**src/rtl/alu_ctrl_mdu_if.sv**
```systemverilog
// Bus between main control and the ALU-control / mult-div unit.
// The master is the CPU side, the slave is alu_ctrl_mdu.
interface alu_ctrl_mdu_if #(
  parameter int unsigned WIDTH = 32
);
  logic             op_valid;
  logic [2:0]       aluop;
  logic [5:0]       funct;
  logic [WIDTH-1:0] src_a;
  logic [WIDTH-1:0] src_b;
  logic [3:0]       alu_ctrl;
  logic             stall;
  logic             md_done;
  logic [WIDTH-1:0] hi;
  logic [WIDTH-1:0] lo;

  modport master (
    output op_valid, aluop, funct, src_a, src_b,
    input  alu_ctrl, stall, md_done, hi, lo
  );

  modport slave (
    input  op_valid, aluop, funct, src_a, src_b,
    output alu_ctrl, stall, md_done, hi, lo
  );
endinterface

```
**src/rtl/alu_ctrl_mdu.sv**
```systemverilog
// ALU control decoder plus an optional multi-cycle mult/div sequencer with HI/LO.
// The sequencer is compiled only when ALUCTRL_MDU_EN is defined.
module alu_ctrl_mdu #(
  parameter int unsigned WIDTH = 32,
  parameter int unsigned CNT_W = 6
) (
  input logic           clk,
  input logic           rst,
  alu_ctrl_mdu_if.slave bus
);
  localparam logic [3:0] OpAnd  = 4'b0000;
  localparam logic [3:0] OpOr   = 4'b0001;
  localparam logic [3:0] OpAdd  = 4'b0010;
  localparam logic [3:0] OpXor  = 4'b0011;
  localparam logic [3:0] OpNor  = 4'b0100;
  localparam logic [3:0] OpSll  = 4'b0101;
  localparam logic [3:0] OpSub  = 4'b0110;
  localparam logic [3:0] OpSlt  = 4'b0111;
  localparam logic [3:0] OpSltu = 4'b1000;
  localparam logic [3:0] OpSrl  = 4'b1001;
  localparam logic [3:0] OpSra  = 4'b1010;
  localparam logic [3:0] OpLui  = 4'b1011;
  localparam logic [3:0] OpNop  = 4'b1111;
`ifdef ALUCTRL_MDU_EN
  localparam logic [3:0] OpMfhi = 4'b1100;
  localparam logic [3:0] OpMflo = 4'b1101;
`endif

  logic [3:0] w_alu_ctrl;

  always_comb begin
    w_alu_ctrl = OpNop;
    unique case (bus.aluop)
      3'b000: w_alu_ctrl = OpAdd;
      3'b001: w_alu_ctrl = OpSub;
      3'b011: w_alu_ctrl = OpAnd;
      3'b100: w_alu_ctrl = OpOr;
      3'b101: w_alu_ctrl = OpXor;
      3'b110: w_alu_ctrl = OpSlt;
      3'b111: w_alu_ctrl = OpLui;
      3'b010: begin
        case (bus.funct)
          6'b100000, 6'b100001: w_alu_ctrl = OpAdd;
          6'b100010, 6'b100011: w_alu_ctrl = OpSub;
          6'b100100:            w_alu_ctrl = OpAnd;
          6'b100101:            w_alu_ctrl = OpOr;
          6'b100110:            w_alu_ctrl = OpXor;
          6'b100111:            w_alu_ctrl = OpNor;
          6'b101010:            w_alu_ctrl = OpSlt;
          6'b101011:            w_alu_ctrl = OpSltu;
          6'b000000:            w_alu_ctrl = OpSll;
          6'b000010:            w_alu_ctrl = OpSrl;
          6'b000011:            w_alu_ctrl = OpSra;
`ifdef ALUCTRL_MDU_EN
          6'b010000:            w_alu_ctrl = OpMfhi;
          6'b010010:            w_alu_ctrl = OpMflo;
`endif
          default:              w_alu_ctrl = OpNop;
        endcase
      end
      default: w_alu_ctrl = OpNop;
    endcase
  end

  assign bus.alu_ctrl = w_alu_ctrl;

`ifdef ALUCTRL_MDU_EN
  typedef enum logic [1:0] {StIdle, StMul, StDiv, StDone} state_e;

  state_e             r_state;
  logic [CNT_W-1:0]   r_cnt;
  logic [WIDTH-1:0]   r_opd;
  logic [2*WIDTH-1:0] r_acc;
  logic               r_neg_q, r_neg_r, r_dz, r_md_done;
  logic [WIDTH-1:0]   r_hi, r_lo;

  logic               w_start, w_signed, w_is_div, w_neg_a, w_neg_b, w_dz, w_last;
  logic [WIDTH-1:0]   w_mag_a, w_mag_b, w_quo, w_rem, w_res_hi, w_res_lo;
  logic [WIDTH:0]     w_mul_sum, w_div_trial;
  logic [2*WIDTH-1:0] w_mul_nxt, w_div_nxt, w_prod;

  // funct 0110xx: bit0 selects unsigned, bit1 selects divide
  assign w_start  = bus.op_valid && (bus.aluop == 3'b010) && (bus.funct[5:2] == 4'b0110);
  assign w_signed = !bus.funct[0];
  assign w_is_div = bus.funct[1];
  assign w_neg_a  = w_signed && bus.src_a[WIDTH-1];
  assign w_neg_b  = w_signed && bus.src_b[WIDTH-1];
  assign w_mag_a  = w_neg_a ? -bus.src_a : bus.src_a;
  assign w_mag_b  = w_neg_b ? -bus.src_b : bus.src_b;
  assign w_dz     = w_is_div && (bus.src_b == '0);
  assign w_last   = (r_cnt == CNT_W'(WIDTH - 1));

  // Multiply: acc = {partial product, remaining multiplier bits}, shifted right each step
  assign w_mul_sum = {1'b0, r_acc[2*WIDTH-1:WIDTH]} + (r_acc[0] ? {1'b0, r_opd} : '0);
  assign w_mul_nxt = {w_mul_sum, r_acc[WIDTH-1:1]};
  assign w_prod    = r_neg_q ? -w_mul_nxt : w_mul_nxt;

  // Divide: acc = {partial remainder, dividend bits then quotient bits}
  assign w_div_trial = {r_acc[2*WIDTH-1:WIDTH], r_acc[WIDTH-1]} - {1'b0, r_opd};
  assign w_div_nxt   = w_div_trial[WIDTH] ? {r_acc[2*WIDTH-2:0], 1'b0}
                                          : {w_div_trial[WIDTH-1:0], r_acc[WIDTH-2:0], 1'b1};
  assign w_quo = w_div_nxt[WIDTH-1:0];
  assign w_rem = w_div_nxt[2*WIDTH-1:WIDTH];

  always_comb begin
    w_res_hi = w_prod[2*WIDTH-1:WIDTH];
    w_res_lo = w_prod[WIDTH-1:0];
    if (r_state == StDiv) begin
      if (r_dz) begin
        w_res_hi = r_opd;
        w_res_lo = '1;
      end else begin
        w_res_hi = r_neg_r ? -w_rem : w_rem;
        w_res_lo = r_neg_q ? -w_quo : w_quo;
      end
    end
  end

  always_ff @(posedge clk or posedge rst) begin
    if (rst) begin
      r_state   <= StIdle;
      r_cnt     <= '0;
      r_opd     <= '0;
      r_acc     <= '0;
      r_neg_q   <= 1'b0;
      r_neg_r   <= 1'b0;
      r_dz      <= 1'b0;
      r_md_done <= 1'b0;
      r_hi      <= '0;
      r_lo      <= '0;
    end else begin
      r_md_done <= 1'b0;
      unique case (r_state)
        StIdle: begin
          if (w_start) begin
            r_state <= w_is_div ? StDiv : StMul;
            r_cnt   <= '0;
            r_neg_q <= w_neg_a ^ w_neg_b;
            r_neg_r <= w_neg_a;
            r_dz    <= w_dz;
            // A zero divisor is irrelevant to the iteration, so the slot keeps raw src_a for hi
            r_opd   <= w_is_div ? (w_dz ? bus.src_a : w_mag_b) : w_mag_a;
            r_acc   <= {{WIDTH{1'b0}}, w_is_div ? w_mag_a : w_mag_b};
          end
        end
        StMul, StDiv: begin
          r_acc <= (r_state == StDiv) ? w_div_nxt : w_mul_nxt;
          r_cnt <= r_cnt + 1'b1;
          if (w_last) begin
            r_state   <= StDone;
            r_hi      <= w_res_hi;
            r_lo      <= w_res_lo;
            r_md_done <= 1'b1;
          end
        end
        StDone:  r_state <= StIdle;
        default: r_state <= StIdle;
      endcase
    end
  end

  assign bus.stall   = !rst && ((r_state == StMul) || (r_state == StDiv) ||
                                ((r_state == StIdle) && w_start));
  assign bus.md_done = r_md_done;
  assign bus.hi      = r_hi;
  assign bus.lo      = r_lo;
`else
  logic w_unused;
  assign w_unused    = ^{clk, rst, bus.op_valid, bus.src_a, bus.src_b};
  assign bus.stall   = 1'b0;
  assign bus.md_done = 1'b0;
  assign bus.hi      = '0;
  assign bus.lo      = '0;
`endif
endmodule

```
**src/flat_wrapper.sv**
```systemverilog
// flat-port wrapper written by rule: the top's interface ports become plain ports
module alu_ctrl_mdu_flat 
#(
  parameter int unsigned WIDTH = 32,
  parameter int unsigned CNT_W = 6
)
  (clk, rst, bus_op_valid, bus_aluop, bus_funct, bus_src_a, bus_src_b, bus_alu_ctrl, bus_stall, bus_md_done, bus_hi, bus_lo);
  alu_ctrl_mdu_if #(.WIDTH(WIDTH)) bus_i ();
  input logic clk;
  input logic rst;
  input wire logic [$bits(bus_i.op_valid)-1:0] bus_op_valid;
  input wire logic [$bits(bus_i.aluop)-1:0] bus_aluop;
  input wire logic [$bits(bus_i.funct)-1:0] bus_funct;
  input wire logic [$bits(bus_i.src_a)-1:0] bus_src_a;
  input wire logic [$bits(bus_i.src_b)-1:0] bus_src_b;
  output wire logic [$bits(bus_i.alu_ctrl)-1:0] bus_alu_ctrl;
  output wire logic [$bits(bus_i.stall)-1:0] bus_stall;
  output wire logic [$bits(bus_i.md_done)-1:0] bus_md_done;
  output wire logic [$bits(bus_i.hi)-1:0] bus_hi;
  output wire logic [$bits(bus_i.lo)-1:0] bus_lo;
  assign bus_i.op_valid = bus_op_valid;
  assign bus_i.aluop = bus_aluop;
  assign bus_i.funct = bus_funct;
  assign bus_i.src_a = bus_src_a;
  assign bus_i.src_b = bus_src_b;
  assign bus_alu_ctrl = bus_i.alu_ctrl;
  assign bus_stall = bus_i.stall;
  assign bus_md_done = bus_i.md_done;
  assign bus_hi = bus_i.hi;
  assign bus_lo = bus_i.lo;
  alu_ctrl_mdu #(.WIDTH(WIDTH), .CNT_W(CNT_W)) u_core (.clk(clk), .rst(rst), .bus(bus_i));
endmodule
```
**config.mk**
```make
export PLATFORM = sky130hd
export DESIGN_NAME = alu_ctrl_mdu_flat
export DESIGN_NICKNAME = d
export VERILOG_FILES = /design/src/rtl/alu_ctrl_mdu_if.sv /design/src/rtl/alu_ctrl_mdu.sv /design/src/flat_wrapper.sv
export SDC_FILE = /design/constraint.sdc
export NUM_CORES = 1
export LEC_CHECK = 0
export ABC_AREA = 1
export BUFFER_PORTS_ARGS = -buffer_cell sky130_fd_sc_hd__buf_2
export CORE_AREA = 2 2 56 58
export DETAILED_ROUTE_END_ITERATION = 12
export DIE_AREA = 0 0 58 60
export PLACE_DENSITY_LB_ADDON = 0.08
export SYNTH_ARGS = -nofsm -noshare
export SYNTH_HDL_FRONTEND = slang
export SYNTH_SLANG_ARGS = --single-unit
```
**constraint.sdc**
```tcl
create_clock -name vclk -period 1.1
set_input_delay 0.11 -clock vclk [all_inputs]
set_output_delay 0.11 -clock vclk [all_outputs]
set_load 0.01 [all_outputs]
```
# ---- Yosys cells after proc, flatten, opt, wreduce, memory -nomap -nowiden
# Memories as Yosys holds them, arrays and structs flattened.
# Index checks and enable logic that the tools add are counted.
dict set report word_totals {
  regBits 0
  out_inout_bits 70
  mem_count 1
  in_bits 76
  romBits 256
}
dict set report op_classes {
  mux 1
  eq_ne 7
  n_reduce_logical 1
}
# memory depth word_bits read_ports rd_ports_with_merged_regs write_ports line
set memory_table {}
lappend memory_table {{(no name shown)} 64 4 1 0 0 alu_ctrl_mdu.sv:42} ;# case (bus.funct)
# cell n
set ops {}
lappend ops {{$pmux 4 s8} 1}
lappend ops {{$eq 3x3->1 const B} 4}
lappend ops {{$eq 3x2->1 const B} 2}
lappend ops {{$eq 3x1->1 const B} 1}
lappend ops {{$logic_not 3->1} 1}

# ---- Logic depth before layout (Yosys ltp)
# Gate-level depths: netlist of run 1.
dict set report depth {
  depth_word 2
  mapped_depth 8
}

# ---- Worst setup path before layout of run 1
# OpenSTA, ideal clock, no wires.
dict set report synth_path {
  path_type {input-to-output}
  from {input port bus_funct[0]}
  to {output port bus_alu_ctrl[1]}
  slack_ps 206
  cell_stages 8
  t_arrival_ps 784
  path_cell_list {inv_1 -> ha_1 -> inv_1 -> nand2_1 -> nand2_1 -> nand2_1 -> o21bai_1 -> a21oi_1}
}
dict set report synth_via {
  elab_chain_len 2
}
# element line
set synth_rtl {}
lappend synth_rtl {{start: declaration} flat_wrapper.sv:13} ;# input wire logic [$bits(bus_i.funct)-1:0] bus_funct;
lappend synth_rtl {{$mem_v2 64x4} n/a}
lappend synth_rtl {{$pmux 4 s8} alu_ctrl_mdu.sv:33} ;# unique case (bus.aluop)
lappend synth_rtl {{end: declaration} flat_wrapper.sv:16} ;# output wire logic [$bits(bus_i.alu_ctrl)-1:0] bus_alu_ctrl;
# No other way between the ends.

# ---- Worst setup path in the final report of run 1
dict set report layout_path {
  from {input port bus_funct[1]}
  to {output port bus_alu_ctrl[0]}
}
# The elaborated chain is that of the path after synthesis.

==> key figures, run 1 <==
Outcome
  – Status: complete, no violations

Yosys
  – Sequential share of the synthesized area: 0%
  – Most area-consuming cells after synthesis: buf_4, nand2_1, ha_1, inv_1, a21oi_1
  – Post-synth top area share: between 60% and 70%
  – Synth unique cells: 18
  – Synth warn: 0
  – Post-Syn Area per Cell: between 6 and 7 um2
  – Largest area contributor in the netlist: buf_4
  – Syn Inst Count: 121
  – Syn Std Cell Area: ~790 um2

Route
  – First-pass iteration count of the detailed router: 2
  – Antenna-violating nets left: 0
  – Post-route DRC: 0
  – Vias: 507
  – WL final: 1160 um
  – DR WL/cell: a little under 7 um
  – Iteration-0 DRC Markers: 4
  – Routed vias/inst: 3.04

Finish
  – Clock Buffer Count: 0
  – Synth-to-Final Area Change: -2.23%
  – Share of layout cells above drive strength 1: approximately a quarter
  – Multi-input logic area: ~570 um2
  – Reg area: 0 um2
  – Final #Nets: about 220
  – Commonest non-fill, non-tap cell in the layout: conb_1
  – Most frequent cells in the layout: conb_1, nand2_1, buf_2
  – Seq_cells: 0
  – Filler Cell Count: between 300 and 400
  – Final Instance Count excl. Fillers: 167
  – ANT cells: 0

Clock tree
  – Hold buffer count at CTS: 0

STA
  – Worst hold slack: roughly 0.58 ns
  – Unrepaired setup endpoints after global routing: yes
  – Final Hold Fails: 0
  – F_max: about 940 MHz
  – Slew Limit Fails: 0
  – Final setup viols: 0
  – Final worst path period need: roughly 1.1 ns
  – Tcrit/Tclk final: between 90% and 100%
  – Worst setup margin: ~0.033 ns

Floorplan
  – Initial core utilization: around 27%
  – Die Width: a little under 60 um
  – Die Height: 60 um
  – Core Area: between 2000 and 3000 um2
  – FP Rows: 20
  – IO Count: between 100 and 150
  – Die area: between 3000 and 4000 um2

Setup path
  – Setup crit start kind: input pin
  – Max Fanout on Critical Path: 6
  – Worst Setup End Kind: primary output
  – Critical path class: input pin to primary output
  – Required @ worst endpoint: 0.99 ns
  – Worst endpoint data arrival time: around 0.96 ns

Global routing
  – Met1 Usage GRT: about 8%
  – M3 GR Usage: less than 1%
  – Vias in the first global route: 348
  – Initial antenna violation count: 0
  – Largest net degree at the start of global routing: 7
  – GRT Resource Usage Total: under 10%
  – Met2 usage: 7.95%
  – Busiest grt layer: met1
  – First-pass GRT wire length: 1500 um
  – Remaining Overflow, GRT: 0

Flow run
  – Max Cap Viol: 0

Pwr
  – Peak supply drop: between 0.0001 and 0.00015 V
  – Power per cell area: between 300 and 400 nW/um2
  – Leakage: 0.465 nW

Min path
  – HP Class: input pin to primary output

Placed design
  – Post-DP HPWL: 1010 um
  – Placed Instances: about 170
  – Gpl congestion: between 0.7 and 0.8
  – IO buf count: 13
  – DP Worst Slack: -0.0840 ns
[worst max-delay path: stages]
cell and delay [ns]:
buf_12 0.10, inv_4 0.04, ha_4 0.25, nand2_1 0.04, nand2_1 0.05, nand2_1 0.05
a31oi_1 0.15, buf_2 0.16
[worst paths after layout]
| kind | slack [ns] | cells after the start | from | to |
|---|---|---|---|---|
| min | 0.58 | 4 | bus_aluop[1] | bus_alu_ctrl[1] |
| max | 0.03 | 8 | bus_funct[1] | bus_alu_ctrl[0] |
[stage by stage]
step | total power [mW] | cell area, um2 | utilization [%] | TNS, ns
4_1_cts | 0.236 | 678 | 23.4 | 0
2_1_floorplan | 0.343 | 1030 | - | 0
3_5_place_dp | 0.225 | 648 | 22.3 | -0.221
5_1_grt | 0.306 | 768 | 26.5 | -0.0660
3_3_place_gp | 0.225 | 648 | 22.3 | -0.190
6_report | 0.272 | 768 | 26.5 | 0
[synthesized netlist by cell type]
master and count:
a21oi_1 4, inv_1 6, nor2_1 4, o21ai_0 1, nand3_1 3, ha_1 5, nand2_1 19, nor2_4 1
a31oi_1 2, or2_2 1, nor2_2 1, nand2_2 1, o21bai_1 1, o21ai_1 1, clkinv_4 1, conb_1 1
buf_4 66, inv_2 3
[final cells by class]
type	instances	share of cell area, %
tap	33	5.37
inverter	10	6.84
timing repair buffer	14	13.4
multi-input combinational	110	74.4
[routing by layer]
layer  up-vias  share of wire, %  wire length (um)
li1        262                 -                 -
met1       204                41               471
met2        41                46               533
met3         0                13               153
met4         0                 0                 0
met5         -                 0                 0
[power breakdown]
part / leakage [nW] / internal (mW) / switching (mW)
clock network: 0 / 0 / 0
logic: 0.465 / 0.0747 / 0.197
registers: 0 / 0 / 0
total: 0.465 / 0.0747 / 0.197
[timing repair]
| action | in CTS | in global routing |
|---|---|---|
| setup endpoints to repair | 4 | 4 |
| setup buffers | 0 | 0 |
| resized for setup | 9 | 20 |
| pin swaps | 7 | 10 |
[logic make-up (layout without fill, tap and decap cells)]
group                    Yosys count  count (layout)  synth area share (%)
AO/OA/AOI/OAI                      9               9                  6.37
adder cells (fa/ha/maj)            5               5                  7.96
buffers and inverters             76              24                  68.5
other                              1              66                 0.477
AND/OR/NAND/NOR                   30              30                  16.7
Note: power is estimated with default switching activity, not from simulation.
==> run 2: changes to the inputs <==
- CORE_AREA: 2 2 56 58 -> not set
- CORE_MARGIN: not set -> 10
- CORE_UTILIZATION: not set -> 30
- DIE_AREA: 0 0 58 60 -> not set
- SETUP_SLACK_MARGIN: not set -> 0.2
==> run 2 against run 1 <==
Net effect:
- final area decreased by 2.0%
- hold slack improved by 0.011 ns
- critical path depth increased by 2
- highest routed layer unchanged
- largest cell class unchanged
- maximum frequency increased by 1.6%
- combinational power increased by 3%
- clock-buffer cell count unchanged
==> key figures, run 2 (synthesis gave the netlist of run 1 again) <==
Route
  – DR WL/cell: 11.0 um (+58%)
  – Post-route DRC: 0 (unchanged)
  – WL final: 1800 um (+55%)
  – First-pass iteration count of the detailed router: 2 (unchanged)
  – Vias: 525 (+3.6%)
  – Iteration-0 DRC Markers: 5 (+1)
  – Antenna-violating nets left: 0 (unchanged)
  – Routed vias/inst: 3.20 (+5.4%)

Floorplan
  – Die Height: 71.2 um (+19%)
  – Core Area: 2480 um2 (-15%)
  – IO Count: 146 (unchanged)
  – Initial core utilization: 31.7% (+4.6 points)
  – FP Rows: 18 (-10%)
  – Die Width: 71.2 um (+23%)
  – Die area: 5070 um2 (+46%)

Finish
  – ANT cells: 0 (unchanged)
  – Filler Cell Count: 299 (-16%)
  – Seq_cells: 0 (unchanged)
  – Most frequent cells in the layout: conb_1, nand2_1, buf_2, inv_2, nor2_1
  – Clock Buffer Count: 0 (unchanged)
  – Synth-to-Final Area Change: -4.14%
  – Final Instance Count excl. Fillers: 164 (-1.8%)
  – Commonest non-fill, non-tap cell in the layout: conb_1
  – Reg area: 0 um2 (unchanged)
  – Final #Nets: 217 (unchanged)
  – Share of layout cells above drive strength 1: 25.4% (unchanged)

Flow run
  – Max Cap Viol: 0 (unchanged)

Setup path
  – Worst Setup EP: bus_alu_ctrl[1]
  – Required @ worst endpoint: 0.99 ns (about the same)
  – Max Fanout on Critical Path: 4 (-2)
  – Crit. Startpoint: bus_funct[0]
  – Setup crit start kind: input pin
  – Worst endpoint data arrival time: 0.94 ns (-0.02 ns)
  – Worst Setup End Kind: primary output
  – Critical path class: input pin to primary output

STA
  – Tcrit/Tclk final: 95.5% (-1.5 points)
  – Final setup viols: 0 (unchanged)
  – Slew Limit Fails: 0 (unchanged)
  – Unrepaired setup endpoints after global routing: yes
  – Worst hold slack: 0.587 ns (+0.0108 ns)
  – F_max: 952 MHz (+1.6%)
  – Worst setup margin: 0.0496 ns (+0.0165 ns)
  – Final Hold Fails: 0 (unchanged)
  – Final worst path period need: 1.05 ns (-0.0165 ns)

Placed design
  – IO buf count: 13 (unchanged)
  – Post-DP HPWL: 1620 um (+60%)
  – Placed Instances: 164 (-1.8%)
  – Gpl congestion: 0.778 (+8.8%)
  – DP Worst Slack: -0.0658 ns (+0.0182 ns)

Global routing
  – Remaining Overflow, GRT: 0 (unchanged)
  – First-pass GRT wire length: 2690 um (+80%)
  – Initial antenna violation count: 0 (unchanged)
  – Largest net degree at the start of global routing: 7 (unchanged)
  – Vias in the first global route: 556 (+60%)
  – GRT Resource Usage Total: 5.81% (+0.67 points)

Min path
  – WHS Path Cells: 4 (unchanged)
  – HP Class: input pin to primary output

Pwr
  – Peak supply drop: 0.000112 V (-23%)
  – Power per cell area: 373 nW/um2 (+5.3%)
  – Leakage: 0.464 nW (-0.22%)

Clock tree
  – Setup Buffers After CTS: 0 (unchanged)

Outcome
  – Status: complete, no violations
[run 2: changes by cell type in the layout (fill, tap and decap cells not counted)]
cell,delta
inv_2,+1
a21oi_1,+1
inv_1,-1
ha_2,+1
a21oi_2,-1
buf_4,+1
buf_2,-1
ha_4,-1
[run 2: area by class of cell]
class | count | area (um2) | area share (%)
multi-input combinational | 110 | 558 | 74.1
timing repair buffer | 14 | 105 | 14.0
inverter | 10 | 52.6 | 6.98
tap | 30 | 37.5 | 4.98
[run 2: per-layer routing]
metal	global-route usage (%)	share of wire, %	wire length [um]
met5	0	0	0
met4	0	0	0
met3	3.21	14	254
met2	9.80	48	855
met1	6.65	38	687
[run 2: through the flow]
step / instance area, um2 / power [mW] / setup TNS (ns) / util [%]
after floorplan: 1030 / 0.343 / 0 / -
after global placement: 644 / 0.226 / -0.159 / 26.0
after detailed placement: 644 / 0.226 / -0.106 / 26.0
after CTS: 747 / 0.262 / 0 / 30.2
after global routing: 753 / 0.316 / -0.0653 / 30.4
final: 753 / 0.281 / 0 / 30.4
[run 2: timing repair]
| item | in CTS | in global routing |
|---|---|---|
| hold buffers | 0 | 0 |
| gates resized for setup | 25 | 3 |
| pin swaps | 15 | 3 |
| setup endpoints to repair | 4 | 4 |
[run 2: how the worst min path moves through the flow]
stage,to,slack [ns],start
floorplan,bus_alu_ctrl[2],0.36,bus_aluop[0]
global placement,bus_alu_ctrl[1],0.58,bus_aluop[1]
detailed placement,bus_alu_ctrl[1],0.58,bus_aluop[1]
CTS,bus_alu_ctrl[1],0.58,bus_aluop[1]
global route,bus_alu_ctrl[1],0.60,bus_aluop[1]
finish,bus_alu_ctrl[1],0.59,bus_aluop[1]
[run 2: report_power, final]
| part | total (mW) | switching [mW] | internal [mW] |
|---|---|---|---|
| logic | 0.281 | 0.204 | 0.0764 |
| clock network | 0 | 0 | 0 |
| registers | 0 | 0 | 0 |
[run 2: critical path: stages]
cell and delay [ns]:
buf_12 0.09, inv_8 0.04, ha_4 0.15, inv_2 0.04, nand2_2 0.03, nand2_1 0.05, nand2_1 0.05, o21bai_1 0.16
a21oi_1 0.08, buf_2 0.14
